$ cat config.mk
export PLATFORM = sky130hd
export DESIGN_NAME = des_key_sched_iter_flat
export DESIGN_NICKNAME = d
export VERILOG_FILES = /design/src/rtl/des_pkg.sv /design/src/rtl/des_key_sched_iter_if.sv /design/src/rtl/des_ks_core.sv /design/src/rtl/des_key_sched_iter.sv /design/src/flat_wrapper.sv
export SDC_FILE = /design/constraint.sdc
export NUM_CORES = 1
export LEC_CHECK = 0
export BUFFER_PORTS_ARGS = -buffer_cell sky130_fd_sc_hd__buf_2
export CORE_ASPECT_RATIO = 1.75
export CORE_UTILIZATION = 35
export DETAILED_ROUTE_END_ITERATION = 8
export HOLD_SLACK_MARGIN = 0.02
export SLEW_MARGIN = 20
export SYNTH_ARGS = -nofsm -noshare
export SYNTH_HDL_FRONTEND = slang
export SYNTH_SLANG_ARGS = --single-unit
$ cat constraint.sdc
create_clock -name clk -period 7.4 [get_ports clk]
set_clock_uncertainty 0.2 [all_clocks]
set_input_delay 0.37 -clock clk [delete_from_list [all_inputs] [get_ports clk]]
set_output_delay 0.37 -clock clk [all_outputs]
set_load 0.01 [all_outputs]
$ cat src/rtl/des_pkg.sv
// -----------------------------------------------------------------------------
// des_pkg
// Shared definitions for the iterative DES key schedule:
//   - PC-1 / PC-2 permutation tables and functions (bit 1 = MSB, DES numbering)
//   - SHIFT_SCHED : per-round left-rotate amounts of the C/D halves
//   - rotl28 / rotr28 : 28-bit rotate by 1 or 2
//   - MODE_ENC / MODE_DEC key-order encodings
//   - state_t : key-schedule controller states
// -----------------------------------------------------------------------------
package des_pkg;

  localparam logic MODE_ENC = 1'b0;
  localparam logic MODE_DEC = 1'b1;

  typedef enum logic [1:0] {
    S_IDLE = 2'd0,
    S_RUN  = 2'd1,
    S_DONE = 2'd2
  } state_t;

  localparam logic [1:0] SHIFT_SCHED [16] = '{
    2'd1, 2'd1, 2'd2, 2'd2, 2'd2, 2'd2, 2'd2, 2'd2,
    2'd1, 2'd2, 2'd2, 2'd2, 2'd2, 2'd2, 2'd2, 2'd1
  };

  localparam int PC1_TAB [56] = '{
    57, 49, 41, 33, 25, 17,  9,
     1, 58, 50, 42, 34, 26, 18,
    10,  2, 59, 51, 43, 35, 27,
    19, 11,  3, 60, 52, 44, 36,
    63, 55, 47, 39, 31, 23, 15,
     7, 62, 54, 46, 38, 30, 22,
    14,  6, 61, 53, 45, 37, 29,
    21, 13,  5, 28, 20, 12,  4
  };

  localparam int PC2_TAB [48] = '{
    14, 17, 11, 24,  1,  5,
     3, 28, 15,  6, 21, 10,
    23, 19, 12,  4, 26,  8,
    16,  7, 27, 20, 13,  2,
    41, 52, 31, 37, 47, 55,
    30, 40, 51, 45, 33, 48,
    44, 49, 39, 56, 34, 53,
    46, 42, 50, 36, 29, 32
  };

  // 64-bit key -> {C0, D0}; parity bits (8, 16, ..., 64) are never selected.
  function automatic logic [55:0] pc1(input logic [63:0] key);
    logic [55:0] cd;
    for (int i = 0; i < 56; i++) cd[55-i] = key[64-PC1_TAB[i]];
    return cd;
  endfunction

  // {C, D} -> 48-bit round key, MSB = PC-2 output bit 1.
  function automatic logic [47:0] pc2(input logic [55:0] cd);
    logic [47:0] k;
    for (int i = 0; i < 48; i++) k[47-i] = cd[56-PC2_TAB[i]];
    return k;
  endfunction

  function automatic logic [27:0] rotl28(input logic [27:0] x, input logic [1:0] n);
    return (n == 2'd2) ? {x[25:0], x[27:26]} : {x[26:0], x[27]};
  endfunction

  function automatic logic [27:0] rotr28(input logic [27:0] x, input logic [1:0] n);
    return (n == 2'd2) ? {x[1:0], x[27:2]} : {x[0], x[27:1]};
  endfunction

endpackage

$ cat src/rtl/des_key_sched_iter_if.sv
// -----------------------------------------------------------------------------
// des_key_sched_iter_if
// Job request and round-key stream between the key-load logic / round engine
// (master) and the iterative key scheduler (slave).
//   start, mode, key_in : job request, sampled when start && !busy
//   busy, done          : job status, done is a one-cycle pulse
//   rk_valid/rk_ready   : round-key handshake
//   rk_data, rk_round, rk_stage, rk_last : round key and its position
// -----------------------------------------------------------------------------
interface des_key_sched_iter_if #(
  parameter int NUM_KEYS = 1
);
  logic                    start;
  logic                    mode;
  logic [64*NUM_KEYS-1:0]  key_in;
  logic                    busy;
  logic                    rk_valid;
  logic                    rk_ready;
  logic [47:0]             rk_data;
  logic [3:0]              rk_round;
  logic [1:0]              rk_stage;
  logic                    rk_last;
  logic                    done;

  modport master (
    output start, mode, key_in, rk_ready,
    input  busy, rk_valid, rk_data, rk_round, rk_stage, rk_last, done
  );

  modport slave (
    input  start, mode, key_in, rk_ready,
    output busy, rk_valid, rk_data, rk_round, rk_stage, rk_last, done
  );
endinterface

$ cat src/rtl/des_ks_core.sv
// -----------------------------------------------------------------------------
// des_ks_core
// C/D half registers of the key schedule.
//   clk, rst        : clock, asynchronous active-high reset
//   load            : load c_load/d_load (has priority over step)
//   c_load, d_load  : new C/D values
//   step            : rotate C and D together
//   dir             : MODE_ENC rotates left, MODE_DEC rotates right
//   amt             : rotate amount, 1 or 2
//   c_nxt, d_nxt    : value the registers take at the next edge, so the owner
//                     can register PC2 of it in the same cycle
// -----------------------------------------------------------------------------
module des_ks_core
  import des_pkg::*;
(
  input  logic        clk,
  input  logic        rst,
  input  logic        load,
  input  logic [27:0] c_load,
  input  logic [27:0] d_load,
  input  logic        step,
  input  logic        dir,
  input  logic [1:0]  amt,
  output logic [27:0] c_nxt,
  output logic [27:0] d_nxt
);

  logic [27:0] c_q;
  logic [27:0] d_q;

  // NOTE: every always_comb output gets a default first, so no path can hold a
  // stale value and infer a latch; combinational logic uses blocking '='.
  always_comb begin
    c_nxt = c_q;
    d_nxt = d_q;
    if (load) begin
      c_nxt = c_load;
      d_nxt = d_load;
    end else if (step) begin
      c_nxt = (dir == MODE_DEC) ? rotr28(c_q, amt) : rotl28(c_q, amt);
      d_nxt = (dir == MODE_DEC) ? rotr28(d_q, amt) : rotl28(d_q, amt);
    end
  end

  // NOTE: sequential state uses non-blocking '<=' so every register samples
  // pre-edge values regardless of statement order.
  always_ff @(posedge clk or posedge rst) begin
    if (rst) begin
      c_q <= '0;
      d_q <= '0;
    end else begin
      c_q <= c_nxt;
      d_q <= d_nxt;
    end
  end

endmodule

$ cat src/rtl/des_key_sched_iter.sv
// -----------------------------------------------------------------------------
// des_key_sched_iter
// Iterative, back-pressured DES / 3DES round-key generator. A job captures
// NUM_KEYS keys and a mode on start, then streams 16*NUM_KEYS round keys, one
// per accepted rk_valid/rk_ready transfer, followed by a one-cycle done pulse.
//   clk, rst : clock, asynchronous active-high reset (aborts a running job)
//   bus      : des_key_sched_iter_if.slave (job request + round-key stream)
// NUM_KEYS: 1 = single DES, 3 = 3DES EDE.
// -----------------------------------------------------------------------------
module des_key_sched_iter
  import des_pkg::*;
#(
  parameter int NUM_KEYS = 1
) (
  input  logic                     clk,
  input  logic                     rst,
  des_key_sched_iter_if.slave      bus
);

  state_t                  state;
  logic                    mode_q;
  logic [64*NUM_KEYS-1:0]  key_q;
  logic                    dir_q;     // rotate direction of the current stage
  logic [3:0]              round_q;
  logic [1:0]              stage_q;
  logic                    valid_q;
  logic                    last_q;
  logic                    busy_q;
  logic                    done_q;
  logic [47:0]             data_q;

  logic                    start_ok;
  logic                    accept;
  logic                    stage_load;
  logic                    step;
  logic                    ld_mode;
  logic [1:0]              ld_stage;
  logic                    ld_dir;
  logic [64*NUM_KEYS-1:0]  key_src;
  logic [63:0]             ld_key;
  logic [55:0]             cd0;
  logic [27:0]             c_load;
  logic [27:0]             d_load;
  logic [1:0]              amt;
  logic [27:0]             c_nxt;
  logic [27:0]             d_nxt;
  int                      key_idx;

  assign start_ok   = (state == S_IDLE) && bus.start;
  assign accept     = valid_q && bus.rk_ready;
  assign stage_load = accept && (round_q == 4'd15) && !last_q;
  assign step       = accept && (round_q != 4'd15);

  // Configuration of the stage being loaded: stage 0 on start (straight from
  // the inputs), otherwise the stage after the current one. The middle 3DES
  // stage runs opposite to the job mode; decrypt jobs walk the keys backwards.
  always_comb begin
    ld_mode  = start_ok ? bus.mode   : mode_q;
    ld_stage = start_ok ? 2'd0       : stage_q + 2'd1;
    key_src  = start_ok ? bus.key_in : key_q;
    ld_dir   = ld_mode ^ ld_stage[0];
    key_idx  = (ld_mode == MODE_DEC) ? (NUM_KEYS - 1 - int'(ld_stage)) : int'(ld_stage);
    if (key_idx < 0 || key_idx >= NUM_KEYS) key_idx = 0;
    ld_key   = key_src[64*key_idx +: 64];
    cd0      = pc1(ld_key);
    // Encrypt starts at C1/D1; decrypt starts at C0/D0 == C16/D16.
    c_load   = (ld_dir == MODE_ENC) ? rotl28(cd0[55:28], 2'd1) : cd0[55:28];
    d_load   = (ld_dir == MODE_ENC) ? rotl28(cd0[27:0],  2'd1) : cd0[27:0];
    // Encrypt moves C(r+1)->C(r+2); decrypt undoes the shift that produced
    // the key just sent.
    amt      = (dir_q == MODE_DEC) ? SHIFT_SCHED[4'd15 - round_q]
                                   : SHIFT_SCHED[round_q + 4'd1];
  end

  des_ks_core u_core (
    .clk    (clk),
    .rst    (rst),
    .load   (start_ok || stage_load),
    .c_load (c_load),
    .d_load (d_load),
    .step   (step),
    .dir    (dir_q),
    .amt    (amt),
    .c_nxt  (c_nxt),
    .d_nxt  (d_nxt)
  );

  // NOTE: the captured job operands are plain datapath registers with no
  // reset; they are only read while a job that loaded them is running.
  always_ff @(posedge clk) begin
    if (start_ok) begin
      mode_q <= bus.mode;
      key_q  <= bus.key_in;
    end
  end

  always_ff @(posedge clk or posedge rst) begin
    if (rst) begin
      state   <= S_IDLE;
      dir_q   <= MODE_ENC;
      round_q <= '0;
      stage_q <= '0;
      valid_q <= 1'b0;
      last_q  <= 1'b0;
      busy_q  <= 1'b0;
      done_q  <= 1'b0;
      data_q  <= '0;
    end else begin
      case (state)
        S_IDLE: begin
          if (bus.start) begin
            state   <= S_RUN;
            busy_q  <= 1'b1;
            valid_q <= 1'b1;
            dir_q   <= ld_dir;
            round_q <= '0;
            stage_q <= '0;
            last_q  <= 1'b0;
            data_q  <= pc2({c_nxt, d_nxt});
          end
        end
        S_RUN: begin
          if (accept) begin
            if (last_q) begin
              state   <= S_DONE;
              valid_q <= 1'b0;
              last_q  <= 1'b0;
              done_q  <= 1'b1;
            end else begin
              data_q <= pc2({c_nxt, d_nxt});
              last_q <= (round_q == 4'd14) && (stage_q == 2'(NUM_KEYS - 1));
              if (round_q == 4'd15) begin
                round_q <= '0;
                stage_q <= stage_q + 2'd1;
                dir_q   <= ld_dir;
              end else begin
                round_q <= round_q + 4'd1;
              end
            end
          end
        end
        S_DONE: begin
          state  <= S_IDLE;
          busy_q <= 1'b0;
          done_q <= 1'b0;
        end
        default: state <= S_IDLE;
      endcase
    end
  end

  assign bus.busy     = busy_q;
  assign bus.rk_valid = valid_q;
  assign bus.rk_data  = data_q;
  assign bus.rk_round = round_q;
  assign bus.rk_stage = stage_q;
  assign bus.rk_last  = last_q;
  assign bus.done     = done_q;

endmodule

$ cat src/flat_wrapper.sv
// flat-port wrapper written by rule: the top's interface ports become plain ports
module des_key_sched_iter_flat import des_pkg::*;
#(
  parameter int NUM_KEYS = 1
)
  (clk, rst, bus_start, bus_mode, bus_key_in, bus_rk_ready, bus_busy, bus_rk_valid, bus_rk_data, bus_rk_round, bus_rk_stage, bus_rk_last, bus_done);
  des_key_sched_iter_if #(.NUM_KEYS(NUM_KEYS)) bus_i ();
  input  logic clk;
  input  logic rst;
  input wire logic [$bits(bus_i.start)-1:0] bus_start;
  input wire logic [$bits(bus_i.mode)-1:0] bus_mode;
  input wire logic [$bits(bus_i.key_in)-1:0] bus_key_in;
  input wire logic [$bits(bus_i.rk_ready)-1:0] bus_rk_ready;
  output wire logic [$bits(bus_i.busy)-1:0] bus_busy;
  output wire logic [$bits(bus_i.rk_valid)-1:0] bus_rk_valid;
  output wire logic [$bits(bus_i.rk_data)-1:0] bus_rk_data;
  output wire logic [$bits(bus_i.rk_round)-1:0] bus_rk_round;
  output wire logic [$bits(bus_i.rk_stage)-1:0] bus_rk_stage;
  output wire logic [$bits(bus_i.rk_last)-1:0] bus_rk_last;
  output wire logic [$bits(bus_i.done)-1:0] bus_done;
  assign bus_i.start = bus_start;
  assign bus_i.mode = bus_mode;
  assign bus_i.key_in = bus_key_in;
  assign bus_i.rk_ready = bus_rk_ready;
  assign bus_busy = bus_i.busy;
  assign bus_rk_valid = bus_i.rk_valid;
  assign bus_rk_data = bus_i.rk_data;
  assign bus_rk_round = bus_i.rk_round;
  assign bus_rk_stage = bus_i.rk_stage;
  assign bus_rk_last = bus_i.rk_last;
  assign bus_done = bus_i.done;
  des_key_sched_iter #(.NUM_KEYS(NUM_KEYS)) u_core (.clk(clk), .rst(rst), .bus(bus_i));
endmodule
==> impl_metrics.ini <==
[setup_path]
setup.worst_path.start_class = register
cp-end-kind = register
critPathRequiredTime_ns = 7.50
cp-startpoint = u_core.state[0]
cp.arrival_ns = 4.56
reg2reg_from = u_core.state[0]
worst-path-max-fanout = 68
path_class = reg -> reg
r2r_cells = 7

[power_and_ir_drop]
leakagePower_nw = 5.03
p_total_mw = 3.31
p_per_area_nw_per_um2 = 270
ir_drop_uv = 220

[yosys]
seq_area_frac_synth_pct = 45.1
synthMuxAreaShare_pct = 10.0
ys_seq_elements = 174
synthesis.nets = 1154
synth_compound_area_share_pct = 25.0
synth_edf_count = 55
syn-cell-area_sq_um = 10200
synthCells = 1081
avgSynthCellArea_sq_um = 9.48
synth_top_family_by_area = compound AO/OA/AOI/OAI gates
synth_xor_area_share_pct = 0.330
ys_types = 75
yosys.area_share.simple_pct = 14.2
synthFlopType = dfrtp_1
synth_adder_area_share_pct = 0.488
ys_async_sr_fraction_pct = 67.2
ys_warn_count = 0

[drt]
wl_per_cell_um = 24.9
drt-initial-drc-count = 1006
wirelength_um = 40000
drc_errors = 0
ant_nets = 0
viasPerCell = 6.03
vias = 9682
dr.pass1.iters = 6

[grt]
grt_most_used_layer = met2
grtUsageMet2_pct = 45.2
gr-usage-met3_pct = 4.32
antenna_found_initial = 0
grt_pass1_wl_um = 60800
grt_pass1_vias = 9560
grt.total_usage_pct = 27.4
gr-total-overflow = 0
grtUsageMet1_pct = 30.5
grt_max_degree = 78

[timing]
fin_crit_sh_pct = 60.2
drv_slew = 0
post-route-min-period_ns = 4.45
fmax_mhz = 225
setup_violations = 0
setup_tns_ns = 0
finalHoldViolCount = 0
max_slew.worst_pin.slew_ns = 1.15
max_slew_margin_pct = 22.5
rsz0062_at_grt = no
hold-worst-slack_ns = 0.0481

[floorplan]
start_util_pct = 35.7
die_w_um = 131
core_sq_um = 28700
ios = 127
rows = 82
dieHeight_um = 228
die_area_sq_um = 30000

[final_layout]
stdcell_count = 1606
drive_gt1_share_pct = 17.1
fin_nets = 1288
n_antenna_cell = 0
area_growth_pct = 19.6
final_util_pct = 42.7

[clocking]
htreeDepth = 4
ctsLongestPathBuffers = 2
post_cts_buffers = 0
clkSinkCount = 174
cts_made_buffers = 17
cts_tree = done
cts_hold_buf = 57
clk_pin_slew_worst_paths_ns = 0.07
root_buffer = clkbuf_16
post_cts_resized = 0
clock_latency_ns = 0.46

[place]
place_congestion = 0.948
dp_cells = 1517
hpwl_um = 27200
port_buffers = 118

[worst_hold_path]
holdPathStages = 3
worstHoldStart = bus_start
hold_path_class = in -> reg

[run_status]
status = finished clean

[job]
max_cap_violations = 0
[final cells by class]
type | instances | area (sq um)
Multi-Input combinational cell | 801 | 5170
Fill cell | 2879 | 16500
Timing Repair Buffer | 199 | 1340
Sequential cell | 174 | 4620
Tap cell | 378 | 473
Clock inverter | 13 | 138
Clock buffer | 19 | 433
Inverter | 22 | 86.3
[worst max-delay path, stage by stage, from the launching register on]
cell	delay, ns
dfrtp_1	0.57
or3b_2	0.19
buf_4	0.56
clkinv_2	0.80
o21ai_2	1.08
a32oi_1	0.22
o21ai_0	0.44
a31oi_1	0.17
[routing by layer]
metal | vias to the layer above | share of wire, %
li1 | 4345 | -
met1 | 4748 | 36
met2 | 458 | 49
met3 | 131 | 5.1
met4 | 0 | 9.7
met5 | - | 0
[power by group]
part	leakage, nW	internal [mW]	switching (mW)
combinational	2.82	0.392	0.450
sequential	1.94	1.22	0.318
clock	0.268	0.498	0.426
total	5.03	2.11	1.19
[metrics by stage]
| step | setup WS [ns] | instance area [sq um] |
|---|---|---|
| after global placement | 3.08 | 11100 |
| after detailed placement | 3.06 | 11100 |
| after global routing | 2.69 | 12300 |
| final | 2.95 | 12300 |
| after CTS | 3.02 | 12300 |
| after floorplan | 3.73 | 10200 |
[Yosys cell counts, drive strengths merged, types with 4 or more instances]
cell type / n / area [sq um]
o221ai: 28 / 245
a31oi: 29 / 181
nand2b: 10 / 62.6
a21o: 13 / 97.6
nand2: 129 / 484
o31ai: 8 / 60.1
o22ai: 20 / 131
o21ai: 72 / 379
o21a: 22 / 165
clkbuf: 34 / 128
dfrtp: 117 / 2930
nor2b: 4 / 25.0
buf: 50 / 284
o211ai: 34 / 255
a311o: 5 / 50.1
mux2i: 80 / 801
nor2: 91 / 352
ha: 4 / 50.1
a22oi: 8 / 60.1
nand4: 5 / 31.3
nor3: 23 / 115
a21oi: 52 / 275
inv: 22 / 82.6
a211o: 14 / 123
a211oi: 22 / 165
o311ai: 5 / 43.8
edfxtp: 55 / 1650
and2: 5 / 33.8
o31a: 4 / 35.0
mux2: 20 / 229
a32oi: 5 / 43.8
and3: 10 / 62.6
o22a: 9 / 78.8
or3: 10 / 62.6
nand3: 30 / 155
[cell usage in the layout (no fill, tap or decap), types with 5 or more instances in the layout]
cell type	count
nand4_1	5
nand2_1	129
a21o_1	13
a211oi_1	22
a311o_1	5
nor2_1	89
clkbuf_16	17
o21ai_0	59
o211ai_1	34
a31oi_1	29
a32oi_1	5
buf_2	118
a21oi_1	49
mux2i_1	80
dlygate4sd3_1	57
edfxtp_1	55
buf_4	24
a211o_1	14
o21ai_1	10
dfrtp_1	117
nand3_1	29
and3_1	10
o22a_1	9
o21a_1	22
inv_1	20
a22oi_1	8
or3_1	10
nand2b_1	10
o31ai_1	8
o221ai_1	28
o22ai_1	19
nor3_1	22
mux2_2	17
[final timing paths]
check	end	slack, ns
worst max-delay path	u_core.bus.rk_data[10]	2.95
max in group asynchronous	u_core.bus.rk_stage[0]	5.25
worst max register to register	u_core.bus.rk_data[10]	2.95
min in group asynchronous	u_core.bus.rk_data[5]	0.34
worst min-delay path	u_core.bus.rk_valid	0.05
worst min register to register	u_core.key_q[63]	0.26
[kinds of logic after synthesis]
kind of cell	count (synthesis)
flops	174
mux	100
fa+ha+maj	4
compound gates	369
buf+inv	106
xor+xnor	3
simple gates	325
No activity file was read; power rests on OpenSTA's default activity.
